==> src/rtl/mips_pkg.sv <==
// mips_pkg: shared flow-select encodings and default PC constants for the fetch path
package mips_pkg;
  localparam logic [1:0] J_SEQ  = 2'b00;
  localparam logic [1:0] J_IMM  = 2'b01;
  localparam logic [1:0] J_REG  = 2'b10;
  localparam logic [1:0] J_ERET = 2'b11;
  localparam int unsigned RESET_PC_DEF = 'h0C00;
  localparam int unsigned EXC_VEC_DEF  = 'h1060;
endpackage

==> src/rtl/npc_calc.sv <==
// npc_calc: combinational sequential/branch/jump/eret next-PC and link value
//   in:  pc, epc (word addresses), jump, npc_sel, zero, ins, imm16, busa
//   out: seq_npc (word address), jal_reg ({pc+1, 2'b00})
module npc_calc
  import mips_pkg::*;
#(
  parameter int DW = 32,
  localparam int AW = DW - 2
) (
  input  logic [AW-1:0] pc,
  input  logic [AW-1:0] epc,
  input  logic [1:0]    jump,
  input  logic          npc_sel,
  input  logic          zero,
  input  logic [DW-1:0] ins,
  input  logic [15:0]   imm16,
  input  logic [DW-1:0] busa,
  output logic [AW-1:0] seq_npc,
  output logic [DW-1:0] jal_reg
);
  logic [AW-1:0] pc_4;
  logic [AW-1:0] br_npc;
  logic          unused_bits;
  always_comb begin
    pc_4    = pc + AW'(1);
    br_npc  = (npc_sel & zero) ? pc_4 + {{(AW-16){imm16[15]}}, imm16} : pc_4;
    seq_npc = (jump == J_IMM) ? {pc_4[AW-1:AW-4], ins[AW-5:0]} :
              (jump == J_REG) ? busa[DW-1:2] :
              (jump == J_ERET) ? epc : br_npc;
    jal_reg = {pc_4, 2'b00};
  end
  // opcode bits and the byte offset of busa never reach the PC
  assign unused_bits = ^{ins[DW-1:AW-4], busa[1:0]};
endmodule

==> src/rtl/pc_unit.sv <==
// pc_unit: PC register, next-PC selection, interrupt entry (pend/EXL/EPC) and eret return
//   in:  clk, rst (async high), pc_wr, jump, npc_sel, zero, ins, imm16, busa, irq
//   out: pc, npc, epc (word addresses), jal_reg, exl, irq_taken
module pc_unit
  import mips_pkg::*;
#(
  parameter int          DW       = 32,
  parameter int unsigned RESET_PC = RESET_PC_DEF,
  parameter int unsigned EXC_VEC  = EXC_VEC_DEF,
  localparam int AW = DW - 2
) (
  input  logic          clk,
  input  logic          rst,
  input  logic          pc_wr,
  input  logic [1:0]    jump,
  input  logic          npc_sel,
  input  logic          zero,
  input  logic [DW-1:0] ins,
  input  logic [15:0]   imm16,
  input  logic [DW-1:0] busa,
  input  logic          irq,
  output logic [AW-1:0] pc,
  output logic [AW-1:0] npc,
  output logic [DW-1:0] jal_reg,
  output logic [AW-1:0] epc,
  output logic          exl,
  output logic          irq_taken
);
  logic [AW-1:0] pc_q, pc_d, epc_q, epc_d, seq_npc;
  logic          exl_q, exl_d, pend_q, pend_d;
  npc_calc #(.DW(DW)) u_npc_calc (
    .pc      (pc_q),
    .epc     (epc_q),
    .jump    (jump),
    .npc_sel (npc_sel),
    .zero    (zero),
    .ins     (ins),
    .imm16   (imm16),
    .busa    (busa),
    .seq_npc (seq_npc),
    .jal_reg (jal_reg)
  );
  // eret outranks a pending interrupt; the interrupt then fires once exl has dropped
  always_comb begin
    irq_taken = (irq | pend_q) & ~exl_q & pc_wr & (jump != J_ERET);
    npc       = irq_taken ? AW'(EXC_VEC) : seq_npc;
    pc_d      = pc_wr ? npc : pc_q;
    epc_d     = irq_taken ? seq_npc : epc_q;
    exl_d     = irq_taken ? 1'b1 : (pc_wr && jump == J_ERET) ? 1'b0 : exl_q;
    pend_d    = irq_taken ? 1'b0 : pend_q | irq;
  end
  always_ff @(posedge clk or posedge rst) begin
    if (rst) begin
      pc_q   <= AW'(RESET_PC);
      epc_q  <= '0;
      exl_q  <= 1'b0;
      pend_q <= 1'b0;
    end else begin
      pc_q   <= pc_d;
      epc_q  <= epc_d;
      exl_q  <= exl_d;
      pend_q <= pend_d;
    end
  end
  assign pc  = pc_q;
  assign epc = epc_q;
  assign exl = exl_q;
endmodule

==> config.mk <==
export PLATFORM = sky130hd
export DESIGN_NAME = pc_unit
export DESIGN_NICKNAME = d
export VERILOG_FILES = /design/src/rtl/mips_pkg.sv /design/src/rtl/npc_calc.sv /design/src/rtl/pc_unit.sv
export SDC_FILE = /design/constraint.sdc
export NUM_CORES = 1
export LEC_CHECK = 0
export BUFFER_PORTS_ARGS = -buffer_cell sky130_fd_sc_hd__buf_2
export CORE_MARGIN = 5
export CORE_UTILIZATION = 50
export DETAILED_ROUTE_END_ITERATION = 6
export GPL_TIMING_DRIVEN = 0
export PLACE_DENSITY = 0.9
export SLEW_MARGIN = 20
export SYNTH_ARGS = -nofsm -noshare
export SYNTH_HDL_FRONTEND = slang
export SYNTH_HIERARCHICAL = 1
export SYNTH_SLANG_ARGS = --single-unit
==> constraint.sdc <==
create_clock -name clk -period 9.5 [get_ports clk]
set_input_delay 0.475 -clock clk [delete_from_list [all_inputs] [get_ports clk]]
set_output_delay 0.475 -clock clk [all_outputs]
set_load 0.01 [all_outputs]
==> impl_metrics.py <==
metrics = {
    "status": {
        "outcome": "finished clean",
    },
    "yosys": {
        "synth_edf_count": 0,
        "synth_top_area_cell": "dfrtp_1",
        "synth_cell_types": 66,
        "muxShareOfSynthArea_pct": 14.5,
        "synth.cell_area_um2": 5990,
        "synth.area.top_cells": "dfrtp_1 25%, ha_1 7.5%, mux4_2 7.1%, nand2_1 5.3%, xnor2_1 4.1%",
        "synth_top_family_by_area": "simple AND/OR/NAND/NOR gates",
        "syn_inst": 702,
        "ys_warn_count": 6,
        "synthFlopType": "dfrtp_1",
        "async_flop_share_pct": 100,
        "synth_fa_ha_area_share_pct": 7.85,
        "synth-simple-area-share_pct": 20.2,
        "synth_xor_area_share_pct": 6.70,
        "ys_ff_latch": 62,
        "synth_compound_area_share_pct": 18.7,
        "synth_top_area_share_pct": 25.1,
        "syn_avg_cell_area_um2": 8.54,
        "ys_seq_area_share_pct": 25.9,
    },
    "global_route": {
        "overflow": 0,
        "grt_pass1_wl_mm": 33.0,
        "first_global_vias": 6212,
        "antenna_found_initial": 0,
        "grt.total_usage_pct": 29.1,
        "grt_max_degree": 45,
    },
    "worst_setup_path": {
        "timing.reg2reg.setup_slack_ps": 4700,
        "worstPathRequired_ps": 9030,
        "cp_num_cells": 18,
        "worstSetupPathType": "reg2out",
        "rr_startpoint": "pc[0]$_DFFE_PP0P_",
        "rr_worst_depth": 17,
        "critical-path-top-delay-family": "simple AND/OR/NAND/NOR gates",
        "worst_setup_path_end_kind": "primary output",
        "crit_chain": "ha_1 -> nand2_1 -> or4_1 -> buf_2 -> nor3b_4 -> nand4_1 -> xnor2_1 -> ha_1 -> clkbuf_1 -> nand4_1 -> nand2b_1 -> a31oi_1 -> inv_1 -> and4_1 -> or2_2 -> o32a_1 -> nor2b_1 -> buf_2",
        "path_buf_inv": 4,
        "cpPeakStageDelay_ps": 500,
        "worst-path-max-fanout": 10,
        "critPathSlowestCell": "or4_1",
        "crit_arrival_ps": 5020,
        "start_kind": "register",
        "reg2reg_to": "epc[29]$_DFFE_PP0P_",
    },
    "clocking": {
        "postCtsHoldBufs": 0,
        "cts_tree": "built",
        "post_cts_buffers": 0,
        "htree_levels": 3,
        "cts_made_buffers": 9,
        "cts_resized": 0,
        "cts_root_buf": "clkbuf_16",
        "cts.sinks": 62,
        "max-clock-path-buffers": 2,
        "clk_latency_ps": 320,
        "path_clk_slew_ps": 50,
    },
    "power": {
        "powerDensity_nw_per_um2": 244,
        "ir_drop_v": 0.000192,
        "p_leak_nw": 3.64,
    },
    "timing": {
        "fmax_mhz": 182,
        "rsz0062_at_grt": "no",
        "tightest_slew_ps": 933,
        "finClkSkew_ps": 5.10,
        "worst_slack_ps": 4000,
        "period_needed_ps": 5500,
        "relSlewSlack_pct": 37.3,
        "post-route-period-util_pct": 57.9,
        "setup_viol": 0,
        "fin_setup_tns_ps": 0,
        "hold_viol": 0,
        "slew_viol_final": 0,
    },
    "finish": {
        "layout_commonest_cell": "buf_2",
        "fin_area_um2": 7470,
        "final_cell_mix": "207 x buf_2, 84 x nand2_1, 60 x dfrtp_1",
        "area_growth_syn_to_layout_pct": 24.6,
        "finalNetCount": 1040,
        "antenna_cells": 0,
        "utilization_pct": 63.0,
        "drive_above_1_share_pct": 30.1,
    },
    "floorplanning": {
        "die_y_um": 119,
        "dieArea_um2": 14300,
        "ios": 212,
        "fp.dieW_um": 119,
        "core_area_um2": 11900,
        "start_util_pct": 50.5,
        "row_count": 40,
    },
    "routing": {
        "drcViolationCount": 0,
        "num_vias": 6444,
        "ant_nets": 0,
        "routed_wirelength_mm": 21.3,
        "wl_per_cell_um": 19.9,
        "routed_via_density": 6.04,
        "initialDrtViolationCount": 492,
        "firstDrtPassIters": 6,
    },
    "placement": {
        "io_buffers": 200,
        "place.gp.congestion": 1.00,
        "pre_cts_ws_ps": 4430,
        "hpwl_mm": 17.1,
        "placed_area_um2": 7200,
    },
    "hold_path": {
        "min_path_type": "in2async",
    },
    "job": {
        "cap_violations": 0,
    },
}
## worst register-to-register path, delay by kind of cell (launching register included)
kind | cells | cell delay [ps]
xor+xnor | 1 | 400
flops | 1 | 430
simple gates | 8 | 2040
fa+ha+maj | 2 | 430
mux | 1 | 300
compound gates | 2 | 520
buf+inv | 3 | 550
## registers in the layout, summed over array words and instances, names as in the netlist
| name | count |
|---|---|
| exl | 1 |
| pend_q | 1 |
| epc | 30 |
| pc | 30 |
## layout make-up
cell class                      count  area (µm²)
Fill cell                        1001        4390
Sequential cell                    62        1550
Clock inverter                      2        10.0
Inverter                           43         164
Clock buffer                       14         254
Buffer                             41         208
Timing Repair Buffer              201        1020
Multi-Input combinational cell    557        4070
Tap cell                          147         184
## cells by family (layout without fill, tap and decap cells)
logic type	Yosys count	in the layout
multiplexers	59	59
other	1	2
adder cells (fa/ha/maj)	37	37
AO/OA/AOI/OAI	176	176
AND/OR/NAND/NOR	238	238
flip-flops	62	62
buffers and inverters	84	301
XOR/XNOR	45	45
## per-stage QoR
step / cells / hold slack (ps) / power, mW
floorplan: 703 / 487 / 1.12
detailed placement: 1051 / 430 / 1.51
global placement: 1050 / 483 / 1.48
finish: 1067 / 84.6 / 1.82
global route: 1067 / 103 / 1.94
CTS: 1067 / 78.4 / 1.81
## Yosys cell counts (all sizes together) (6+ instances only)
cell and instances:
xor2 17, clkbuf 21, a21oi 43, nor2b 33
mux2i 9, nor3 9, a21o 15, and3 7
xnor2 28, o21ai 37, nand2 84, ha 36
nand3 18, nor2 39, nand4 13, and4 6
buf 20, mux2 31, nand2b 9, o22ai 31
mux4 19, dfrtp 60, inv 43
## worst max-delay path by stage
stage	start	endpoint	slack [ps]
after CTS	pc[0]$_DFFE_PP0P_	npc[29]	4060
after global placement	pc[0]$_DFFE_PP0P_	npc[29]	4440
after global routing	pc[0]$_DFFE_PP0P_	npc[29]	3760
after detailed placement	pc[0]$_DFFE_PP0P_	npc[29]	4430
final	pc[0]$_DFFE_PP0P_	npc[29]	4000
after floorplan	pc[0]$_DFFE_PP0P_	npc[29]	5040
## routing by layer
layer / share of wire (%) / routed length (µm) / GRT usage [%] / vias to the layer above
li1: - / - / - / 2965
met3: 9.3 / 1980 / 5.65 / 71
met2: 47 / 10100 / 48.0 / 370
met1: 39 / 8270 / 36.6 / 3038
met4: 4.5 / 948 / 14.3 / 0
met5: 0 / 0 / 0 / -
## power by group
group          switching, mW  internal, mW  total [mW]
Sequential             0.115         0.366       0.481
Combinational          0.603         0.450        1.05
Clock                  0.106         0.183       0.288
Total                  0.824         0.998        1.82
(Power assumes the default switching activity.)
